**src/rtl/bitlet_prim_pingpong_buffer_array_pkg.sv**
```systemverilog
// Package shared by the ping-pong buffer array and its bank sub-module.
// Contents:
//   bank_e       - bank index encoding (two banks, one bit)
//   bank_onehot  - converts a bank index into a 2-bit per-bank select
package bitlet_prim_pingpong_buffer_array_pkg;

  typedef enum logic {
    BANK_0 = 1'b0,
    BANK_1 = 1'b1
  } bank_e;

  function automatic logic [1:0] bank_onehot(input bank_e b);
    logic [1:0] oh;
    case (b)
      BANK_1:  oh = 2'b10;
      default: oh = 2'b01;
    endcase
    return oh;
  endfunction

endpackage

```
**src/rtl/bitlet_prim_pingpong_buffer_array_bank.sv**
```systemverilog
// One bank of the ping-pong buffer: N slot registers written one at a time,
// a per-slot written mask, a written-slot count, and mask-gated read data.
// Ports:
//   clk        clock
//   rst_n      synchronous active-low reset (clears mask and count only)
//   wr_en_i    write one slot this cycle
//   wr_idx_i   slot index to write
//   wr_data_i  slot data
//   clr_i      empty the bank (batch consumed)
//   rd_data_o  slot g at [g*W +: W]; unwritten slots read as 0
//   mask_o     bit g = slot g written since the last clear
//   cnt_o      number of slots written since the last clear
module bitlet_prim_pingpong_buffer_array_bank #(
  parameter int N = 4,
  parameter int W = 16,
  localparam int PW = $clog2(N),
  localparam int CW = $clog2(N + 1)
) (
  input  logic            clk,
  input  logic            rst_n,
  input  logic            wr_en_i,
  input  logic [PW-1:0]   wr_idx_i,
  input  logic [W-1:0]    wr_data_i,
  input  logic            clr_i,
  output logic [N*W-1:0]  rd_data_o,
  output logic [N-1:0]    mask_o,
  output logic [CW-1:0]   cnt_o
);

  logic [W-1:0]  data_q [N];
  logic [N-1:0]  mask_q, mask_d;
  logic [CW-1:0] cnt_q, cnt_d;
  logic [N-1:0]  wr_sel_s;

  // One-hot slot select decoded from the write index.
  always_comb begin
    wr_sel_s = '0;
    if (wr_en_i) begin
      wr_sel_s[wr_idx_i] = 1'b1;
    end else begin
      wr_sel_s = '0;
    end
  end

  // Slot data storage; deliberately not reset, the mask hides stale contents.
  always_ff @(posedge clk) begin
    for (int g = 0; g < N; g++) begin
      if (wr_sel_s[g]) begin
        data_q[g] <= wr_data_i;
      end
    end
  end

  // Next-state for mask and count. Clear and write never target the same
  // bank in one cycle (a bank is written only while open, cleared only
  // while closed), so clear simply takes priority.
  always_comb begin
    mask_d = mask_q;
    cnt_d  = cnt_q;
    if (clr_i) begin
      mask_d = '0;
      cnt_d  = '0;
    end else if (wr_en_i) begin
      mask_d = mask_q | wr_sel_s;
      cnt_d  = cnt_q + CW'(1);
    end else begin
      mask_d = mask_q;
      cnt_d  = cnt_q;
    end
  end

  // Mask and count registers.
  always_ff @(posedge clk) begin
    if (!rst_n) begin
      mask_q <= '0;
      cnt_q  <= '0;
    end else begin
      mask_q <= mask_d;
      cnt_q  <= cnt_d;
    end
  end

  // Read data with unwritten slots forced to zero.
  always_comb begin
    rd_data_o = '0;
    for (int g = 0; g < N; g++) begin
      if (mask_q[g]) begin
        rd_data_o[g*W +: W] = data_q[g];
      end else begin
        rd_data_o[g*W +: W] = '0;
      end
    end
  end

  assign mask_o = mask_q;
  assign cnt_o  = cnt_q;

endmodule

```
**src/rtl/bitlet_prim_pingpong_buffer_array.sv**
```systemverilog
// Double-banked (ping-pong) buffer array. Serial W-bit writes fill the N slots
// of the write bank; a full or flushed bank is closed and handed to the PE as
// one N*W-bit word with a per-slot valid mask, while the other bank fills.
// Ports:
//   clk        clock
//   rst_n      synchronous active-low reset
//   in_valid   in_data valid
//   in_ready   write bank can accept a slot
//   in_data    slot data
//   flush      close the partially filled write bank
//   out_valid  read bank holds a closed batch
//   out_ready  PE consumes the batch
//   out_data   slot g at [g*W +: W]; unfilled slots read as 0
//   out_mask   bit g = slot g written in this batch
//   out_cnt    number of slots written in this batch
module bitlet_prim_pingpong_buffer_array
  import bitlet_prim_pingpong_buffer_array_pkg::*;
#(
  parameter int N = 4,
  parameter int W = 16,
  localparam int PW = $clog2(N),
  localparam int CW = $clog2(N + 1)
) (
  input  logic            clk,
  input  logic            rst_n,
  input  logic            in_valid,
  output logic            in_ready,
  input  logic [W-1:0]    in_data,
  input  logic            flush,
  output logic            out_valid,
  input  logic            out_ready,
  output logic [N*W-1:0]  out_data,
  output logic [N-1:0]    out_mask,
  output logic [CW-1:0]   out_cnt
);

  bank_e         wr_bank_q, wr_bank_d;
  bank_e         rd_bank_q, rd_bank_d;
  logic [PW-1:0] wr_ptr_q, wr_ptr_d;
  logic [1:0]    full_q, full_d;

  logic          wfire_s, rfire_s, close_s;
  logic [1:0]    wr_en_s, clr_s;

  logic [N*W-1:0] bank_data_s [2];
  logic [N-1:0]   bank_mask_s [2];
  logic [CW-1:0]  bank_cnt_s  [2];

  // Handshakes and bank close decision. A flush with no write closes the
  // bank only if it holds data and is still open; empty batches never form.
  always_comb begin
    wfire_s = in_valid & ~full_q[wr_bank_q];
    rfire_s = out_ready & full_q[rd_bank_q];
    if (wfire_s) begin
      close_s = flush | (wr_ptr_q == PW'(N - 1));
    end else begin
      close_s = flush & (wr_ptr_q != '0) & ~full_q[wr_bank_q];
    end
  end

  // Control next-state. Close and read always address different banks,
  // so both updates to full_d can be applied independently.
  always_comb begin
    wr_bank_d = wr_bank_q;
    rd_bank_d = rd_bank_q;
    wr_ptr_d  = wr_ptr_q;
    full_d    = full_q;
    if (close_s) begin
      full_d[wr_bank_q] = 1'b1;
      wr_bank_d         = bank_e'(~wr_bank_q);
      wr_ptr_d          = '0;
    end else if (wfire_s) begin
      wr_ptr_d = wr_ptr_q + PW'(1);
    end else begin
      wr_ptr_d = wr_ptr_q;
    end
    if (rfire_s) begin
      full_d[rd_bank_q] = 1'b0;
      rd_bank_d         = bank_e'(~rd_bank_q);
    end else begin
      rd_bank_d = rd_bank_q;
    end
  end

  // Control registers.
  always_ff @(posedge clk) begin
    if (!rst_n) begin
      wr_bank_q <= BANK_0;
      rd_bank_q <= BANK_0;
      wr_ptr_q  <= '0;
      full_q    <= 2'b00;
    end else begin
      wr_bank_q <= wr_bank_d;
      rd_bank_q <= rd_bank_d;
      wr_ptr_q  <= wr_ptr_d;
      full_q    <= full_d;
    end
  end

  assign wr_en_s = {2{wfire_s}} & bank_onehot(wr_bank_q);
  assign clr_s   = {2{rfire_s}} & bank_onehot(rd_bank_q);

  for (genvar b = 0; b < 2; b++) begin : g_bank
    bitlet_prim_pingpong_buffer_array_bank #(
      .N (N),
      .W (W)
    ) u_bank (
      .clk       (clk),
      .rst_n     (rst_n),
      .wr_en_i   (wr_en_s[b]),
      .wr_idx_i  (wr_ptr_q),
      .wr_data_i (in_data),
      .clr_i     (clr_s[b]),
      .rd_data_o (bank_data_s[b]),
      .mask_o    (bank_mask_s[b]),
      .cnt_o     (bank_cnt_s[b])
    );
  end

  assign in_ready  = ~full_q[wr_bank_q];
  assign out_valid = full_q[rd_bank_q];

  // Output mux on the read bank.
  always_comb begin
    case (rd_bank_q)
      BANK_1: begin
        out_data = bank_data_s[1];
        out_mask = bank_mask_s[1];
        out_cnt  = bank_cnt_s[1];
      end
      default: begin
        out_data = bank_data_s[0];
        out_mask = bank_mask_s[0];
        out_cnt  = bank_cnt_s[0];
      end
    endcase
  end

endmodule

```
**config.mk**
```make
export PLATFORM = sky130hd
export DESIGN_NAME = bitlet_prim_pingpong_buffer_array
export DESIGN_NICKNAME = d
export VERILOG_FILES = /design/src/rtl/bitlet_prim_pingpong_buffer_array_pkg.sv /design/src/rtl/bitlet_prim_pingpong_buffer_array_bank.sv /design/src/rtl/bitlet_prim_pingpong_buffer_array.sv
export SDC_FILE = /design/constraint.sdc
export NUM_CORES = 1
export LEC_CHECK = 0
export CAP_MARGIN = 30
export CORE_ASPECT_RATIO = 0.6
export CORE_MARGIN = 8
export CORE_UTILIZATION = 28
export CTS_BUF_LIST = sky130_fd_sc_hd__clkbuf_2
export CTS_CLUSTER_SIZE = 40
export DETAILED_ROUTE_END_ITERATION = 8
export PLACE_DENSITY = 0.54
export SLEW_MARGIN = 20
export SYNTH_ARGS = -nofsm -noshare
export SYNTH_HDL_FRONTEND = slang
export SYNTH_SLANG_ARGS = --single-unit
export TNS_END_PERCENT = 10
```
**constraint.sdc**
```tcl
create_clock -name clk -period 2.7 [get_ports clk]
set_input_delay 0.54 -clock clk [delete_from_list [all_inputs] [get_ports clk]]
set_output_delay 0.54 -clock clk [all_outputs]
set_load 0.02 [all_outputs]
```
# After elaboration in Yosys (flattened, before gate mapping)
# Memories as Yosys holds them, arrays and structs flattened.
# Cells that the tools add are included.
# W data, S select, Z words.
word_totals:
  reg_bits: 20
  ram_bits: 128
  inputBits: 21
  output_inout_bits: 73
  elab_cells: 111
  n_memories: 2
classes:
  addsub: 3
  n_lt_le_gt_ge: 6
  n_eq_ne: 1
  n_mux: 62
  bitwise: 16
  reduce_logical: 13
mem_list:
  columns: ["memory", "depth", "width", "rd", "rd_ports_with_merged_regs", "write_ports", "line", "source"]
  rows:
  - ["g_bank[0].u_bank.data_q", 4, 16, 4, 0, 1, "bitlet_prim_pingpong_buffer_array_bank.sv:30", "logic [W-1:0] data_q [N];"]
  - ["g_bank[1].u_bank.data_q", 4, 16, 4, 0, 1, "bitlet_prim_pingpong_buffer_array_bank.sv:30", null]
ops:
  columns: ["cell", "n"]
  rows:
  - ["$mux W16", 14]
  - ["$reduce_or A16 Y1", 6]
  - ["$mux W64", 1]
  - ["$mux W1", 30]
  - ["$mux W2", 10]
  - ["$mux W4", 3]
  - ["$or A4 B4 Y4", 2]
  - ["$add A3 B1 Y3 const B", 2]
  - ["$and A2 B2 Y2", 3]
  - ["$reduce_or A2 Y1", 3]
  - ["$and A1 B1 Y1", 4]
  - ["$lt A1 B2 Y1 const B", 2]
  - ["$not A1 Y1", 4]
  - ["$logic_and A1 B1 Y1", 3]
  - ["$lt A2 B3 Y1 const B", 1]
  - ["$mux W3", 1]
  - ["$add A2 B1 Y2 const B", 1]
  - ["$demux W1 S1", 2]
  - ["$demux W1 S2", 1]
  - ["$eq A2 B2 Y1 const B", 1]
  - ["$ge A1 B1 Y1 const B", 2]
  - ["$ge A2 B1 Y1 const B", 1]
  - ["$not A2 Y2", 1]
  - ["$or A2 B2 Y2", 1]
  - ["2 further kinds", 2]

# Logic depth before layout (Yosys ltp)
depth:
  ltp_word: 12
  ltp_mapped: 5
  ltp_nobuf: 5

# Modules after synthesis
# A second synthesis with hierarchy kept.
unflattened:
  cells_unflattened: 443
  area_unflattened_um2: 6550.0
by_module_without_submodules:
  columns: ["module", "n_inst", "cells_per_inst", "area_each_um2", "seq_area_each_um2"]
  rows:
  - ["bitlet_prim_pingpong_buffer_array_bank", 2, 160, 2640.0, 2062.0]
  - ["bitlet_prim_pingpong_buffer_array", 1, 123, 1270.0, 120.1]

# Worst setup path before layout
# Ideal clock, no wire load.
synth_timing:
  path_type: "input -> register"
  from: "in in_valid"
  to: "mem g_bank[0].u_bank.data_q[0][0] (enable)"
  setup_time_ns: 0.374
  t_arrival_ns: 1.362
  required_ns: 2.326
  path_slack_ns: 0.964
  stages: 2
  path_buffers: 0
  path_cell_list: "nor3b_4 and2_1"
synth_between:
  elab_cells_between_ends: 20
  cone_classes: "15 x mux; 2 x bitwise; 3 x reduce/logical"
synth_rtl:
  columns: ["element", "line", "source"]
  rows:
  - ["start: declaration", "bitlet_prim_pingpong_buffer_array.sv:26", "input logic in_valid,"]
  - ["$and A1 B1 Y1", "bitlet_prim_pingpong_buffer_array.sv:52", "wfire_s = in_valid & ~full_q[wr_bank_q];"]
  - ["$and A2 B2 Y2", "bitlet_prim_pingpong_buffer_array.sv:100", "assign wr_en_s = {2{wfire_s}} & bank_onehot(wr_bank_q);"]
  - ["$mux W4", "bitlet_prim_pingpong_buffer_array_bank.sv:38", "if (wr_en_i) begin"]
  - ["via g_bank[0].u_bank.wr_sel_s[0]", "bitlet_prim_pingpong_buffer_array_bank.sv:33", "logic [N-1:0] wr_sel_s;"]
  - ["$mux W1", "bitlet_prim_pingpong_buffer_array_bank.sv:48", "if (wr_sel_s[g]) begin"]
  - ["$mux W1 (implied by the code)", "bitlet_prim_pingpong_buffer_array_bank.sv:49", "data_q[g] <= wr_data_i;"]
  - ["$mux W1 (no line) (3 in a row)", null, null]
  - ["end: declaration", "bitlet_prim_pingpong_buffer_array_bank.sv:30", null]
# The timed path passes the listed nets, and every way through them passes these cells.

# Worst setup path after layout
layout_timing:
  from: "reg rd_bank_q"
  to: "out out_cnt[0]"
layout_between:
  elab_chain_cells: 1
layout_lines:
  columns: ["element", "line", "source"]
  rows:
  - ["start: declaration", "bitlet_prim_pingpong_buffer_array.sv:38", "bank_e rd_bank_q, rd_bank_d;"]
  - ["start signal: assignment", "bitlet_prim_pingpong_buffer_array.sv:94", "rd_bank_q <= rd_bank_d;"]
  - ["$mux W3", "bitlet_prim_pingpong_buffer_array.sv:125", "case (rd_bank_q)"]
  - ["end: declaration", "bitlet_prim_pingpong_buffer_array.sv:34", "output logic [CW-1:0] out_cnt"]
# Every way passes these cells.

==> qor.yml <==
yosys:
  synth_fp_nets: 353
  synth_fa_ha_area_frac: 0.0135
  synth.avg_cell_area_um2: 17.1
  muxShareOfSynthArea: 0.0135
  synthCells: 326
  ys_seq_elements: 148
  synth_xor_area_frac: 0.00630
  synthesis.area_um2: 5560
  ys_warn_count: 0
  synth_compound_area_frac: 0.121
  synth_top_family_by_area: "compound AO/OA/AOI/OAI gates"
  synth_cell_types: 33
  synth_seq_area_share: 0.763
  synthSimpleGateAreaFrac: 0.0540
setup_path:
  slowest_delay_ns: 0.55
  cp_slowest_cell: "clkdlybuf4s50_1"
  critPathLaunchType: "flop"
  timing.critical_path.fanout_max: 11
  critical-path-top-delay-family: "buffers and inverters"
  cp_num_buf_inv: 1
  arrival_ns: 1.99
  worst-setup-path-type: "reg -> out"
  crit_cells: 2
  crit_chain: "mux2_2 > clkdlybuf4s50_1"
  cp.required_ns: 2.16
  rr_worst_depth: 3
  critPathCaptureType: "primary output"
global_routing:
  track_usage: 0.117
  grt_overflow_total: 0
  grt_pass1_vias: 3294
  antenna_found_initial: 1
  grt_max_degree: 18
  grt_pass1_wl_um: 21300
pwr:
  ir_worst_vdd_mv: 0.280
  p_int_mw: 3.22
  seqPwrFrac: 0.605
  p_sw_frac: 0.245
  p_leak_nw: 2.68
  p_comb_frac: 0.083
  power_mw: 4.26
  powerDensity_nw_per_um2: 597
  clockPowerShare: 0.312
  p_sw_mw: 1.04
route:
  drc: 0
  first_pass_iters: 4
  vias_per_cell: 4.53
  vias: 3273
  wl_per_cell_um: 20.2
  ant_nets: 0
  drt_iter0_markers: 168
  drt_wl_total_um: 14600
cells_and_area:
  final_cells: 722
  fin_util: 0.362
  final_nets: 462
  synthToLayoutAreaGrowth_pct: 28.5
  fin_area_um2: 7140
  layout-drive-gt1-share: 0.183
sta:
  slew-limit-headroom: 0.648
  finalHoldViolations: 0
  setup_slack_ns: 0.167
  period_share: 0.938
  setup_violations: 0
  drv_slew: 0
  hold-worst-slack_ns: 0.492
  max_clock_freq_mhz: 395
  worstMarginPinSlew_ns: 0.527
  fin_skew_ns: 0.0346
  layout_min_cycle_time_ns: 2.53
  fin_tns_setup_ns: 0
  rsz0062_at_grt: "true"
cts:
  h-tree-depth: 4
  clock-sinks: 148
  cts-hold-fix-buffers: 0
  root_buffer: "clkbuf_2"
  ctsLongestPathBuffers: 2
  clk_pin_slew_ns: 0.21
  cts_buffers: 17
  clk_latency_ns: 0.67
  cts_tree: "yes"
placement:
  dpl.cell_count: 687
  dp_hpwl_um: 10300
  place_congestion: 0.708
  dp_slack_ns: 0.151
  portBuffers: 93
  placed_area_um2: 6950
hold_path:
  min_path_cells: 2
  min_path_type: "reg -> reg"
floorplanning:
  ios: 94
  die_width_um: 198
  die-area_um2: 24800
  start_util: 0.282
  die_h_um: 125
  coreArea_um2: 19700
  row_count: 40
run:
  drv_cap: 0
status:
  status: "finished, final reports clean"
==> path summary, 6_finish.rpt <==
path         slack [ns]                                    start                                      end
min reg2reg        0.49  g_bank[1].u_bank.mask_o[1]$_SDFFE_PP0P_  g_bank[1].u_bank.mask_o[1]$_SDFFE_PP0P_
max                0.17                   rd_bank_q$_SDFFE_PN0N_                               out_cnt[0]
min                0.49  g_bank[1].u_bank.mask_o[1]$_SDFFE_PP0P_  g_bank[1].u_bank.mask_o[1]$_SDFFE_PP0P_
max reg2reg        0.98                     full_q[1]$_SDFF_PN0_  g_bank[1].u_bank.data_q[1][5]$_DFFE_PP_
==> logic make-up after synthesis <==
group / after synthesis
fa+ha+maj: 6
mux: 7
simple gates: 54
buf+inv: 25
xor+xnor: 4
flops: 148
compound gates: 82
==> flip-flops by register name (all words and copies together) (netlist names) <==
register / flops
g_bank.u_bank.data_q: 128
g_bank.u_bank.mask_o: 8
g_bank.u_bank.cnt_o: 6
full_q: 2
wr_ptr_q: 2
rd_bank_q: 1
wr_bank_q: 1
==> tightest hold or removal path, stage by stage, from the launching register on <==
cell	delay [ns]
dfxtp_1	0.37
a21oi_1	0.04
nor2_1	0.07
==> final cells by class <==
type / count / area [um^2]
diodes: 1 / 2.50
clock buffers: 18 / 90.1
clock inverters: 14 / 178
fillers: 1906 / 12600
inverters: 4 / 15.0
multi-input cells: 153 / 1180
flip-flops and latches: 148 / 4250
well taps: 273 / 342
repair buffers: 111 / 1080
==> cell usage in the layout, fill, tap and decap left out, types with 2 or more instances in the layout <==
master	synthesis	final
mux2_2	4	4
a22o_1	64	62
clkinvlp_4	0	4
clkdlybuf4s15_2	0	2
bufinv_16	0	3
a21oi_1	10	10
buf_4	0	3
edfxtp_1	128	128
and2_1	12	12
clkbuf_2	0	32
a22o_4	0	2
buf_6	5	4
xnor2_1	3	3
dfxtp_1	20	17
inv_1	4	4
nand2_1	6	6
clkinv_4	0	3
inv_6	0	3
dlygate4sd2_1	0	53
nand3_1	3	3
a31oi_1	2	2
ha_1	6	6
nor2_1	17	17
clkdlybuf4s50_1	0	21
nor2b_1	5	5
o22ai_1	2	2
or2_1	4	4
buf_12	0	11
mux2i_1	3	2
dfxtp_4	0	2
clkdlybuf4s15_1	0	3
==> power by group through the flow <==
stage	clock network, mW	logic, mW	registers (mW)
after floorplan	0	0.191	2.61
after global placement	0	0.372	2.63
after detailed placement	0	0.379	2.63
after CTS	1.38	0.362	2.58
after global routing	1.47	0.381	2.59
final	1.33	0.355	2.58
==> layer usage <==
layer  GRT usage  vias to the layer above  share of wire
met4      0.0315                        0         0.0076
met1       0.168                     1670           0.51
met5           0                        -              0
li1            -                     1498              -
met2       0.169                       98           0.43
met3      0.0338                        7          0.056
==> what timing repair did <==
item	in CTS	in global routing
resized for setup	86	33
pin swaps	0	0
endpoints found under the setup margin	73	23
buffers inserted	2	0
==> cells in the mapped netlist <==
master    number  area share
or2_1          4      0.0045
dfxtp_1       20       0.072
buf_6          5       0.010
o21a_2         1      0.0016
and2_1        12       0.014
nand2_1        6      0.0041
ha_1           6       0.014
clkbuf_1       1     0.00067
a21o_2         1      0.0016
nand2_2        1      0.0011
xnor2_1        3      0.0047
edfxtp_1     128        0.69
and4bb_1       1      0.0022
nand4b_1       1      0.0016
nor2_2         1      0.0011
nand3_1        3      0.0027
a41o_1         1      0.0018
inv_1          4      0.0027
a31oi_1        2      0.0022
nor3b_4        1      0.0034
clkbuf_8       1      0.0025
nor2_1        17       0.011
xor2_1         1      0.0016
mux2i_1        3      0.0054
o21ai_2        1      0.0016
o22ai_1        2      0.0022
and3b_1        1      0.0016
a21oi_1       10      0.0090
nor2b_1        5      0.0056
nand2b_1       1      0.0011
a22o_1        64        0.10
mux2_2         4      0.0081
buf_2         14       0.013
(Power assumes the default switching activity.)
